**src/rtl/syn_tle_ksched_if.sv**
```systemverilog
// syn_tle_ksched_if: groups the command, operand, engine and result
// handshakes of the K-tiling scheduler. The slave modport is the
// scheduler's view; the master modport is the surrounding system's view.
interface syn_tle_ksched_if #(
  parameter int M    = 2,
  parameter int N    = 2,
  parameter int K    = 2,
  parameter int P    = 8,
  parameter int KT_W = 16
);
  // Command
  logic                  cmd_valid_i;
  logic                  cmd_ready_o;
  logic [KT_W-1:0]       cmd_ktiles_i;
  logic                  cmd_halved_i;
  logic [3:0]            cmd_bitsize_a_i;
  logic [3:0]            cmd_bitsize_b_i;
  logic signed [4*P-1:0] cmd_C_i [M][N];
  // Operand tiles
  logic                  op_valid_i;
  logic                  op_ready_o;
  logic signed [P-1:0]   op_A_i [M][K];
  logic signed [P-1:0]   op_B_i [K][N];
  // Engine input
  logic                  eng_valid_o;
  logic                  eng_ready_i;
  logic signed [P-1:0]   eng_A_o [M][K];
  logic signed [P-1:0]   eng_B_o [K][N];
  logic signed [4*P-1:0] eng_C_o [M][N];
  logic                  eng_halved_o;
  logic [3:0]            eng_bitsize_a_o;
  logic [3:0]            eng_bitsize_b_o;
  // Engine result
  logic                  eng_valid_i;
  logic                  eng_ready_o;
  logic signed [4*P-1:0] eng_D_i [M][N];
  // Final result
  logic                  res_valid_o;
  logic                  res_ready_i;
  logic signed [4*P-1:0] res_D_o [M][N];
  logic                  busy_o;

  modport slave (
    input  cmd_valid_i, cmd_ktiles_i, cmd_halved_i, cmd_bitsize_a_i,
           cmd_bitsize_b_i, cmd_C_i,
    output cmd_ready_o,
    input  op_valid_i, op_A_i, op_B_i,
    output op_ready_o,
    output eng_valid_o, eng_A_o, eng_B_o, eng_C_o, eng_halved_o,
           eng_bitsize_a_o, eng_bitsize_b_o,
    input  eng_ready_i,
    input  eng_valid_i, eng_D_i,
    output eng_ready_o,
    output res_valid_o, res_D_o, busy_o,
    input  res_ready_i
  );

  modport master (
    output cmd_valid_i, cmd_ktiles_i, cmd_halved_i, cmd_bitsize_a_i,
           cmd_bitsize_b_i, cmd_C_i,
    input  cmd_ready_o,
    output op_valid_i, op_A_i, op_B_i,
    input  op_ready_o,
    input  eng_valid_o, eng_A_o, eng_B_o, eng_C_o, eng_halved_o,
           eng_bitsize_a_o, eng_bitsize_b_o,
    output eng_ready_i,
    output eng_valid_i, eng_D_i,
    input  eng_ready_o,
    input  res_valid_o, res_D_o, busy_o,
    output res_ready_i
  );
endinterface

```
**src/rtl/syn_tle_ksched.sv**
```systemverilog
// syn_tle_ksched: K-tiling accumulation scheduler in front of the syn_tle
// engine. Accepts one GEMM command, streams ktiles operand tiles through the
// engine one at a time, feeding each tile's result back as the next tile's C,
// and presents the final accumulated result. Optional performance counters
// are enabled by defining KSCHED_PERF_EN.
module syn_tle_ksched #(
  parameter int M    = 2,
  parameter int N    = 2,
  parameter int K    = 2,
  parameter int P    = 8,
  parameter int KT_W = 16
) (
  input  logic                 clk_i,
  input  logic                 rst_ni,
  syn_tle_ksched_if.slave      bus
`ifdef KSCHED_PERF_EN
  ,
  output logic [31:0]          perf_busy_o,
  output logic [31:0]          perf_stall_o
`endif
);

  typedef enum logic [1:0] {
    S_IDLE  = 2'd0,
    S_ISSUE = 2'd1,
    S_WAIT  = 2'd2,
    S_OUT   = 2'd3
  } state_t;

  state_t                r_state;
  state_t                w_next;

  logic signed [4*P-1:0] r_acc [M][N];
  logic [KT_W-1:0]       r_cnt;
  logic [KT_W-1:0]       r_ktiles;
  logic                  r_halved;
  logic [3:0]            r_bsa;
  logic [3:0]            r_bsb;

  logic                  w_cmd_hs;
  logic                  w_op_hs;
  logic                  w_eng_hs;
  logic                  w_res_hs;
  logic                  w_last;

  // Handshakes are qualified by state so that stray valids elsewhere are inert.
  assign w_cmd_hs = (r_state == S_IDLE)  && bus.cmd_valid_i;
  assign w_op_hs  = (r_state == S_ISSUE) && bus.op_valid_i && bus.eng_ready_i;
  assign w_eng_hs = (r_state == S_WAIT)  && bus.eng_valid_i;
  assign w_res_hs = (r_state == S_OUT)   && bus.res_ready_i;
  // Only evaluated in WAIT, where ktiles >= 1, so the decrement never wraps.
  assign w_last   = (r_cnt == (r_ktiles - KT_W'(1)));

  // State register
  always_ff @(posedge clk_i) begin
    if (!rst_ni) r_state <= S_IDLE;
    else         r_state <= w_next;
  end

  // Next-state logic
  always_comb begin
    w_next = r_state;
    case (r_state)
      S_IDLE:  if (w_cmd_hs) w_next = (bus.cmd_ktiles_i == '0) ? S_OUT : S_ISSUE;
      S_ISSUE: if (w_op_hs)  w_next = S_WAIT;
      S_WAIT:  if (w_eng_hs) w_next = w_last ? S_OUT : S_ISSUE;
      S_OUT:   if (w_res_hs) w_next = S_IDLE;
      default: w_next = S_IDLE;
    endcase
  end

  // Accumulator, tile counter and latched precision configuration
  always_ff @(posedge clk_i) begin
    if (!rst_ni) begin
      r_acc    <= '{default: '0};
      r_cnt    <= '0;
      r_ktiles <= '0;
      r_halved <= 1'b0;
      r_bsa    <= '0;
      r_bsb    <= '0;
    end else if (w_cmd_hs) begin
      r_acc    <= bus.cmd_C_i;
      r_cnt    <= '0;
      r_ktiles <= bus.cmd_ktiles_i;
      r_halved <= bus.cmd_halved_i;
      r_bsa    <= bus.cmd_bitsize_a_i;
      r_bsb    <= bus.cmd_bitsize_b_i;
    end else if (w_eng_hs) begin
      // The engine already wrapped the sum; store it verbatim.
      r_acc    <= bus.eng_D_i;
      r_cnt    <= r_cnt + KT_W'(1);
    end
  end

  // Output decode: handshake strobes per state, data paths always driven
  always_comb begin
    bus.cmd_ready_o     = 1'b0;
    bus.op_ready_o      = 1'b0;
    bus.eng_valid_o     = 1'b0;
    bus.eng_ready_o     = 1'b0;
    bus.res_valid_o     = 1'b0;
    bus.eng_A_o         = bus.op_A_i;
    bus.eng_B_o         = bus.op_B_i;
    bus.eng_C_o         = r_acc;
    bus.res_D_o         = r_acc;
    bus.eng_halved_o    = r_halved;
    bus.eng_bitsize_a_o = r_bsa;
    bus.eng_bitsize_b_o = r_bsb;
    bus.busy_o          = (r_state != S_IDLE);
    case (r_state)
      S_IDLE:  bus.cmd_ready_o = 1'b1;
      S_ISSUE: begin
        bus.eng_valid_o = bus.op_valid_i;
        bus.op_ready_o  = bus.eng_ready_i;
      end
      S_WAIT:  bus.eng_ready_o = 1'b1;
      S_OUT:   bus.res_valid_o = 1'b1;
      default: ;
    endcase
  end

`ifdef KSCHED_PERF_EN
  logic [31:0] r_perf_busy;
  logic [31:0] r_perf_stall;
  logic        w_stall;

  assign w_stall = ((r_state == S_ISSUE) && bus.op_valid_i && !bus.eng_ready_i) ||
                   ((r_state == S_OUT) && !bus.res_ready_i);

  // Saturating busy/stall counters, kept across commands
  always_ff @(posedge clk_i) begin
    if (!rst_ni) begin
      r_perf_busy  <= '0;
      r_perf_stall <= '0;
    end else begin
      if ((r_state != S_IDLE) && (r_perf_busy != 32'hFFFF_FFFF))
        r_perf_busy <= r_perf_busy + 32'd1;
      if (w_stall && (r_perf_stall != 32'hFFFF_FFFF))
        r_perf_stall <= r_perf_stall + 32'd1;
    end
  end

  assign perf_busy_o  = r_perf_busy;
  assign perf_stall_o = r_perf_stall;
`endif

endmodule

```
**src/flat_wrapper.sv**
```systemverilog
// flat-port wrapper written by rule: the top's interface ports become plain ports
module syn_tle_ksched_flat 
#(
  parameter int M    = 2,
  parameter int N    = 2,
  parameter int K    = 2,
  parameter int P    = 8,
  parameter int KT_W = 16
)
  (clk_i, rst_ni, bus_cmd_valid_i, bus_cmd_ktiles_i, bus_cmd_halved_i, bus_cmd_bitsize_a_i, bus_cmd_bitsize_b_i, bus_cmd_C_i, bus_cmd_ready_o, bus_op_valid_i, bus_op_A_i, bus_op_B_i, bus_op_ready_o, bus_eng_valid_o, bus_eng_A_o, bus_eng_B_o, bus_eng_C_o, bus_eng_halved_o, bus_eng_bitsize_a_o, bus_eng_bitsize_b_o, bus_eng_ready_i, bus_eng_valid_i, bus_eng_D_i, bus_eng_ready_o, bus_res_valid_o, bus_res_D_o, bus_busy_o, bus_res_ready_i);
  syn_tle_ksched_if #(.M(M), .N(N), .K(K), .P(P), .KT_W(KT_W)) bus_i ();
  input  logic clk_i;
  input  logic rst_ni;
  input wire logic [$bits(bus_i.cmd_valid_i)-1:0] bus_cmd_valid_i;
  input wire logic [$bits(bus_i.cmd_ktiles_i)-1:0] bus_cmd_ktiles_i;
  input wire logic [$bits(bus_i.cmd_halved_i)-1:0] bus_cmd_halved_i;
  input wire logic [$bits(bus_i.cmd_bitsize_a_i)-1:0] bus_cmd_bitsize_a_i;
  input wire logic [$bits(bus_i.cmd_bitsize_b_i)-1:0] bus_cmd_bitsize_b_i;
  input wire logic [$bits(bus_i.cmd_C_i)-1:0] bus_cmd_C_i;
  output wire logic [$bits(bus_i.cmd_ready_o)-1:0] bus_cmd_ready_o;
  input wire logic [$bits(bus_i.op_valid_i)-1:0] bus_op_valid_i;
  input wire logic [$bits(bus_i.op_A_i)-1:0] bus_op_A_i;
  input wire logic [$bits(bus_i.op_B_i)-1:0] bus_op_B_i;
  output wire logic [$bits(bus_i.op_ready_o)-1:0] bus_op_ready_o;
  output wire logic [$bits(bus_i.eng_valid_o)-1:0] bus_eng_valid_o;
  output wire logic [$bits(bus_i.eng_A_o)-1:0] bus_eng_A_o;
  output wire logic [$bits(bus_i.eng_B_o)-1:0] bus_eng_B_o;
  output wire logic [$bits(bus_i.eng_C_o)-1:0] bus_eng_C_o;
  output wire logic [$bits(bus_i.eng_halved_o)-1:0] bus_eng_halved_o;
  output wire logic [$bits(bus_i.eng_bitsize_a_o)-1:0] bus_eng_bitsize_a_o;
  output wire logic [$bits(bus_i.eng_bitsize_b_o)-1:0] bus_eng_bitsize_b_o;
  input wire logic [$bits(bus_i.eng_ready_i)-1:0] bus_eng_ready_i;
  input wire logic [$bits(bus_i.eng_valid_i)-1:0] bus_eng_valid_i;
  input wire logic [$bits(bus_i.eng_D_i)-1:0] bus_eng_D_i;
  output wire logic [$bits(bus_i.eng_ready_o)-1:0] bus_eng_ready_o;
  output wire logic [$bits(bus_i.res_valid_o)-1:0] bus_res_valid_o;
  output wire logic [$bits(bus_i.res_D_o)-1:0] bus_res_D_o;
  output wire logic [$bits(bus_i.busy_o)-1:0] bus_busy_o;
  input wire logic [$bits(bus_i.res_ready_i)-1:0] bus_res_ready_i;
  assign bus_i.cmd_valid_i = bus_cmd_valid_i;
  assign bus_i.cmd_ktiles_i = bus_cmd_ktiles_i;
  assign bus_i.cmd_halved_i = bus_cmd_halved_i;
  assign bus_i.cmd_bitsize_a_i = bus_cmd_bitsize_a_i;
  assign bus_i.cmd_bitsize_b_i = bus_cmd_bitsize_b_i;
  assign bus_i.cmd_C_i = {>>{bus_cmd_C_i}};
  assign bus_cmd_ready_o = bus_i.cmd_ready_o;
  assign bus_i.op_valid_i = bus_op_valid_i;
  assign bus_i.op_A_i = {>>{bus_op_A_i}};
  assign bus_i.op_B_i = {>>{bus_op_B_i}};
  assign bus_op_ready_o = bus_i.op_ready_o;
  assign bus_eng_valid_o = bus_i.eng_valid_o;
  assign bus_eng_A_o = {>>{bus_i.eng_A_o}};
  assign bus_eng_B_o = {>>{bus_i.eng_B_o}};
  assign bus_eng_C_o = {>>{bus_i.eng_C_o}};
  assign bus_eng_halved_o = bus_i.eng_halved_o;
  assign bus_eng_bitsize_a_o = bus_i.eng_bitsize_a_o;
  assign bus_eng_bitsize_b_o = bus_i.eng_bitsize_b_o;
  assign bus_i.eng_ready_i = bus_eng_ready_i;
  assign bus_i.eng_valid_i = bus_eng_valid_i;
  assign bus_i.eng_D_i = {>>{bus_eng_D_i}};
  assign bus_eng_ready_o = bus_i.eng_ready_o;
  assign bus_res_valid_o = bus_i.res_valid_o;
  assign bus_res_D_o = {>>{bus_i.res_D_o}};
  assign bus_busy_o = bus_i.busy_o;
  assign bus_i.res_ready_i = bus_res_ready_i;
  syn_tle_ksched #(.M(M), .N(N), .K(K), .P(P), .KT_W(KT_W)) u_core (.clk_i(clk_i), .rst_ni(rst_ni), .bus(bus_i));
endmodule
```
**config.mk**
```make
export PLATFORM = sky130hd
export DESIGN_NAME = syn_tle_ksched_flat
export DESIGN_NICKNAME = d
export VERILOG_FILES = /design/src/rtl/syn_tle_ksched_if.sv /design/src/rtl/syn_tle_ksched.sv /design/src/flat_wrapper.sv
export SDC_FILE = /design/constraint.sdc
export NUM_CORES = 1
export LEC_CHECK = 0
export BUFFER_PORTS_ARGS = -buffer_cell sky130_fd_sc_hd__buf_2
export CAP_MARGIN = 20
export CELL_PAD_IN_SITES_DETAIL_PLACEMENT = 1
export CELL_PAD_IN_SITES_GLOBAL_PLACEMENT = 1
export CORE_AREA = 2 2 267 269
export CTS_CLUSTER_SIZE = 8
export DETAILED_ROUTE_END_ITERATION = 8
export DIE_AREA = 0 0 269 271
export HOLD_SLACK_MARGIN = 0.03
export PLACE_DENSITY_LB_ADDON = 0.25
export SYNTH_ARGS = -nofsm -noshare
export SYNTH_HDL_FRONTEND = slang
export SYNTH_SLANG_ARGS = --single-unit
```
**constraint.sdc**
```tcl
create_clock -name clk_i -period 2.9 [get_ports clk_i]
set_input_delay 0.435 -clock clk_i [delete_from_list [all_inputs] [get_ports clk_i]]
set_output_delay 0.435 -clock clk_i [all_outputs]
set_load 0.05 [all_outputs]
```
* Word level (Yosys, flattened, before mapping) *
Cells that the tools add are included.
W data, S select, Z words.

cells by class
  add/sub/neg operators = 2
  multipliers = 0
  div/mod/pow operators = 0
  $lt $le $gt $ge = 0
  equal/unequal tests = 8
  shift operators = 0
  multiplexer cells = 14
  bitwise logic cells = 1
  reductions and logical operators = 11

operators by type and width
  cell                     count
  $mux W128                2
  $add A16 B1 Y16 const B  1
  $eq A16 B16 Y1           1
  $logic_not A16 Y1        1
  $sub A16 B1 Y16 const B  1
  $mux W2                  6
  $ne A2 B1 Y1 const B     4
  $pmux W2 S4              1
  $logic_and A1 B1 Y1      5
  $mux W1                  5
  $eq A2 B2 Y1 const B     2
  $reduce_and A4 Y1        1
  $reduce_bool A2 Y1       2
  $eq A2 B1 Y1 const B     1
  $logic_not A2 Y1         1
  $reduce_or A2 Y1         1
  $not A1 Y1               1

word-level totals
  register bits = 171
  latch bits = 0
  memory bits (writable) = 0
  ROM bits = 0
  logic and storage cells = 46
  memories = 0

* Logic depth before layout (Yosys ltp) *
  depth after elaboration = 5
  gate-level depth with buffers = 9

* Worst setup path before layout *
OpenSTA, ideal clock, no wires.

  path kind = flip-flop to flip-flop
  start point = register u_core.r_state[1]
  end point = register u_core.r_state[1]
  library setup time = 0.087 ns
  data arrival time = 2.345 ns
  required time = 2.813 ns
  setup slack = 0.468 ns
  cell stages (with the launch flop) = 8
  buffers on the path = 1
  path through = dfxtp_1 -> clkbuf_1 -> nor2b_1 -> o211a_1 -> nand4_1 -> nor4b_4 -> o2111ai_1 -> o31ai_1

on the way
  longest elaborated chain between the ends = 5
  elaborated cells between the ends (all ways) = 15
  classes of those cells = 7 x eq/ne; 1 x mux; 7 x reduce/logical

ends and longest elaborated chain
  item                                line                                        source
  from (decl)                         syn_tle_ksched.sv:30                        state_t r_state;
  from (signal assigned)              syn_tle_ksched.sv:57                        else r_state <= w_next;
  $eq A2 B1 Y1                        syn_tle_ksched.sv:48, syn_tle_ksched.sv:63
  $logic_and A1 B1 Y1 (2 in series)   syn_tle_ksched.sv:48                        assign w_op_hs = (r_state == S_ISSUE) && bus.op_valid_i && bus.eng_ready_i;
  $ne A2 B1 Y1 (no source line)       --
  $reduce_and A4 Y1 (no source line)  --

Several ways; a longest one is shown, not always the timed one.
A chain may end at the register's enable or synchronous reset.

* Final worst setup path *
  start point = register u_core.r_ktiles[0]
  end point = register u_core.r_state[1]

on the way
  longest elaborated chain between the ends = 5

ends and longest elaborated chain
  item                    line                  source
  from (decl)             syn_tle_ksched.sv:35  logic [KT_W-1:0] r_ktiles;
  from (signal assigned)  syn_tle_ksched.sv:84  r_ktiles <= bus.cmd_ktiles_i;
  $sub A16 B1 Y16         syn_tle_ksched.sv:52  assign w_last = (r_cnt == (r_ktiles - KT_W'(1)));
  $eq A16 B16 Y1          syn_tle_ksched.sv:52
  $mux W2 (2 in series)   syn_tle_ksched.sv:66  S_WAIT: if (w_eng_hs) w_next = w_last ? S_OUT : S_ISSUE;
  $pmux W2 S4             syn_tle_ksched.sv:63  case (r_state)

Every way passes these cells. The select of a mux whose other input is x is not followed.

==> metrics <==
P_sw=4.57 mW; critical-path maximum fanout=6; Critical Path RT=3.29 ns; Startpoint Class=flip-flop; Overall Global Routing Usage=0.113; Post-Syn Area=9190 sq um; final setup fails=0; Die Height=271 microns; Clock Power Share=0.278; # Post-CTS Setup Buffers=0; Final Max Tran Viols=0; number of synthesized flops with an enable pin=0; register share of total power=0.312; worst-skew pair later-pin latency=0.49 ns; Die Area=72900 sq um; final hold vios=0; Post-synth ARST share=0; register area=3420 sq um; Max H-tree Level=4; Initial DRC Count=281; post-cts gate resize count=0; endpoint class of the critical path=flip-flop; Hold WS=0.179 ns; post-synthesis cell type count=48; ANT nets after route=0; residual DRC count=0; Period minus WS final=2.42 ns; syn nets=1561; Yosys warning count=0; largest net degree at the start of global routing=161; data arrival time of the worst path=2.82 ns; Int Pwr=5.05 mW; Sw Share=0.475; Avg Vias per Cell=3.83; CTS tree=done; P&R area growth vs syn=33.4%; largest area contributor in the netlist=dfxtp_1; # hold bufs at CTS=0; Post-Syn Area per Cell=7.61 sq um; Fill cells=8594; Cell Pwr Density=785 nW/um^2; grt met2 use=0.199; vias in the first global route=9785; setup tns final=0 ns; critical path type=reg2reg; RSZ-0062 raised after global routing=false; met1 Use GR=0.126; Final HPWL DP=32400 microns; Max-Cap Viols=0; gr busiest metal=met2; post-synthesis sequential area ratio=0.373; footprint of the multi-input gates=3970 sq um; Final Cycle Share=0.836; initial antenna violation count=13; P_leak=5.48 nW; clk_skew=0.0122 ns; Initial Util=0.132; status=complete, no violations; TritonCTS buffer count=17; relative slew slack=0.354; actual slew at the worst max-slew pin=0.969 ns; gr ovfl total=0; clock sink count=171; CTS max path bufs=2; Area contributors post-synth=dfxtp_1 (37%), buf_4 (16%), nand2_1 (13%); Clock Tree Root=clkbuf_16; M3 GR Usage=0.0314; die width=269 microns; ys flop type=dfxtp_1; most frequent cells after synthesis=nand2_1 (325), buf_4 (192), dfxtp_1 (171), nor2_1 (149), a311oi_1 (129); Vias=9503; combinational power share=0.410; GP Congestion=0.774; Yosys top cell area share=0.373; Mapped Cells=1207; count leader, synth=nand2_1; Clock transition at path regs=0.08 ns; Hold WC Path Type=in2reg; FF+latch count, synth=171; Port Buffers=558; cell row count=97; max frequency=413 MHz; layout net count=1875; WL final=42600 microns; share of cells above drive strength 1=0.400; Worst VDD drop=271 uV; fin util=0.176; first-pass detailed-route iteration total=4; first-pass GRT wire length=61700 microns; Core ar.=69800 sq um; boundary pin count=687; DR WL/cell=17.2 microns
-- layer usage --
layer | part of all wire | vias to the layer above
li1 | - | 4542
met2 | 0.50 | 364
met3 | 0.065 | 73
met4 | 0.029 | 10
met5 | 0.0016 | -
met1 | 0.40 | 4514
-- path summary, 6_finish.rpt --
check	startpoint	to	slack, ns	cells past startpoint
hold reg to reg	u_core.bus.eng_halved_o	u_core.bus.eng_halved_o	0.46	2
setup / recovery	u_core.r_ktiles[0]	u_core.r_state[1]	0.48	8
hold / removal	bus_cmd_bitsize_a_i[3]	u_core.bus.eng_bitsize_a_o[3]	0.18	3
setup reg to reg	u_core.r_ktiles[0]	u_core.r_state[1]	0.48	8
-- final cells by class --
type / count / area share
inverter: 6 / 0.00224
sequential: 171 / 0.279
antenna: 6 / 0.00122
clock buffer: 18 / 0.0350
timing repair buffer: 575 / 0.245
clock inverter: 14 / 0.0170
multi-input combinational: 750 / 0.324
tap: 940 / 0.0959
-- critical path: stages, from the launching register on --
cell,delay (ns)
dfxtp_1,0.35
inv_1,0.08
ha_1,0.23
or4b_4,0.55
or3_1,0.39
xnor2_1,0.16
a32o_1,0.14
o2111ai_1,0.15
o31ai_1,0.28
-- power by group through the flow --
stage,combinational (mW),clock (mW),sequential (mW)
floorplan,2.53,0,3.92
global placement,3.96,0,3.05
detailed placement,3.98,0,3.06
CTS,3.99,2.82,3.01
global route,4.17,2.91,3.05
finish,3.94,2.68,3.00
-- through the flow --
step	power (mW)	setup WS [ns]	instances	instance area, sq um
final	9.62	0.476	2480	12300
after global routing	10.1	0.311	2478	12300
after CTS	9.82	0.453	2474	12200
after detailed placement	7.04	0.468	2442	11600
after global placement	7.01	0.521	2442	11600
after floorplan	6.45	0.468	1207	9190
-- cell families after synthesis --
logic type / after synthesis / synth area share
buf+inv: 286 / 0.197
flops: 171 / 0.373
fa+ha+maj: 2 / 0.00272
mux: 3 / 0.00327
xor+xnor: 29 / 0.0276
simple gates: 530 / 0.237
compound gates: 186 / 0.160
-- registers in the layout (all words and copies together) (netlist names) --
register and count:
u_core.bus.eng_bitsize_b_o 4, u_core.r_ktiles 16, u_core.bus.eng_C_o 128, u_core.r_cnt 16
u_core.bus.eng_bitsize_a_o 4, u_core.bus.eng_halved_o 1, u_core.r_state 2
-- layout by cell type, fill, tap and decap left out, types with 3 or more instances in the layout --
cell type	netlist	routed
a21oi_1	35	35
a311oi_1	129	129
and3_1	3	3
buf_12	0	7
buf_2	1	558
buf_4	192	10
bufinv_16	0	4
clkbuf_16	0	17
dfxtp_1	171	171
diode_2	0	6
inv_1	5	5
inv_6	0	3
inv_8	0	3
mux2i_1	3	3
nand2_1	325	323
nand2b_1	4	4
nand3_1	5	5
nand4_1	9	9
nor2_1	149	149
nor2b_1	3	3
nor3_1	7	7
nor4_1	3	3
o21ai_0	6	6
or3_1	5	5
or4_1	3	3
xnor2_1	12	12
xor2_1	17	17
Power figures use the tool's default switching activity.
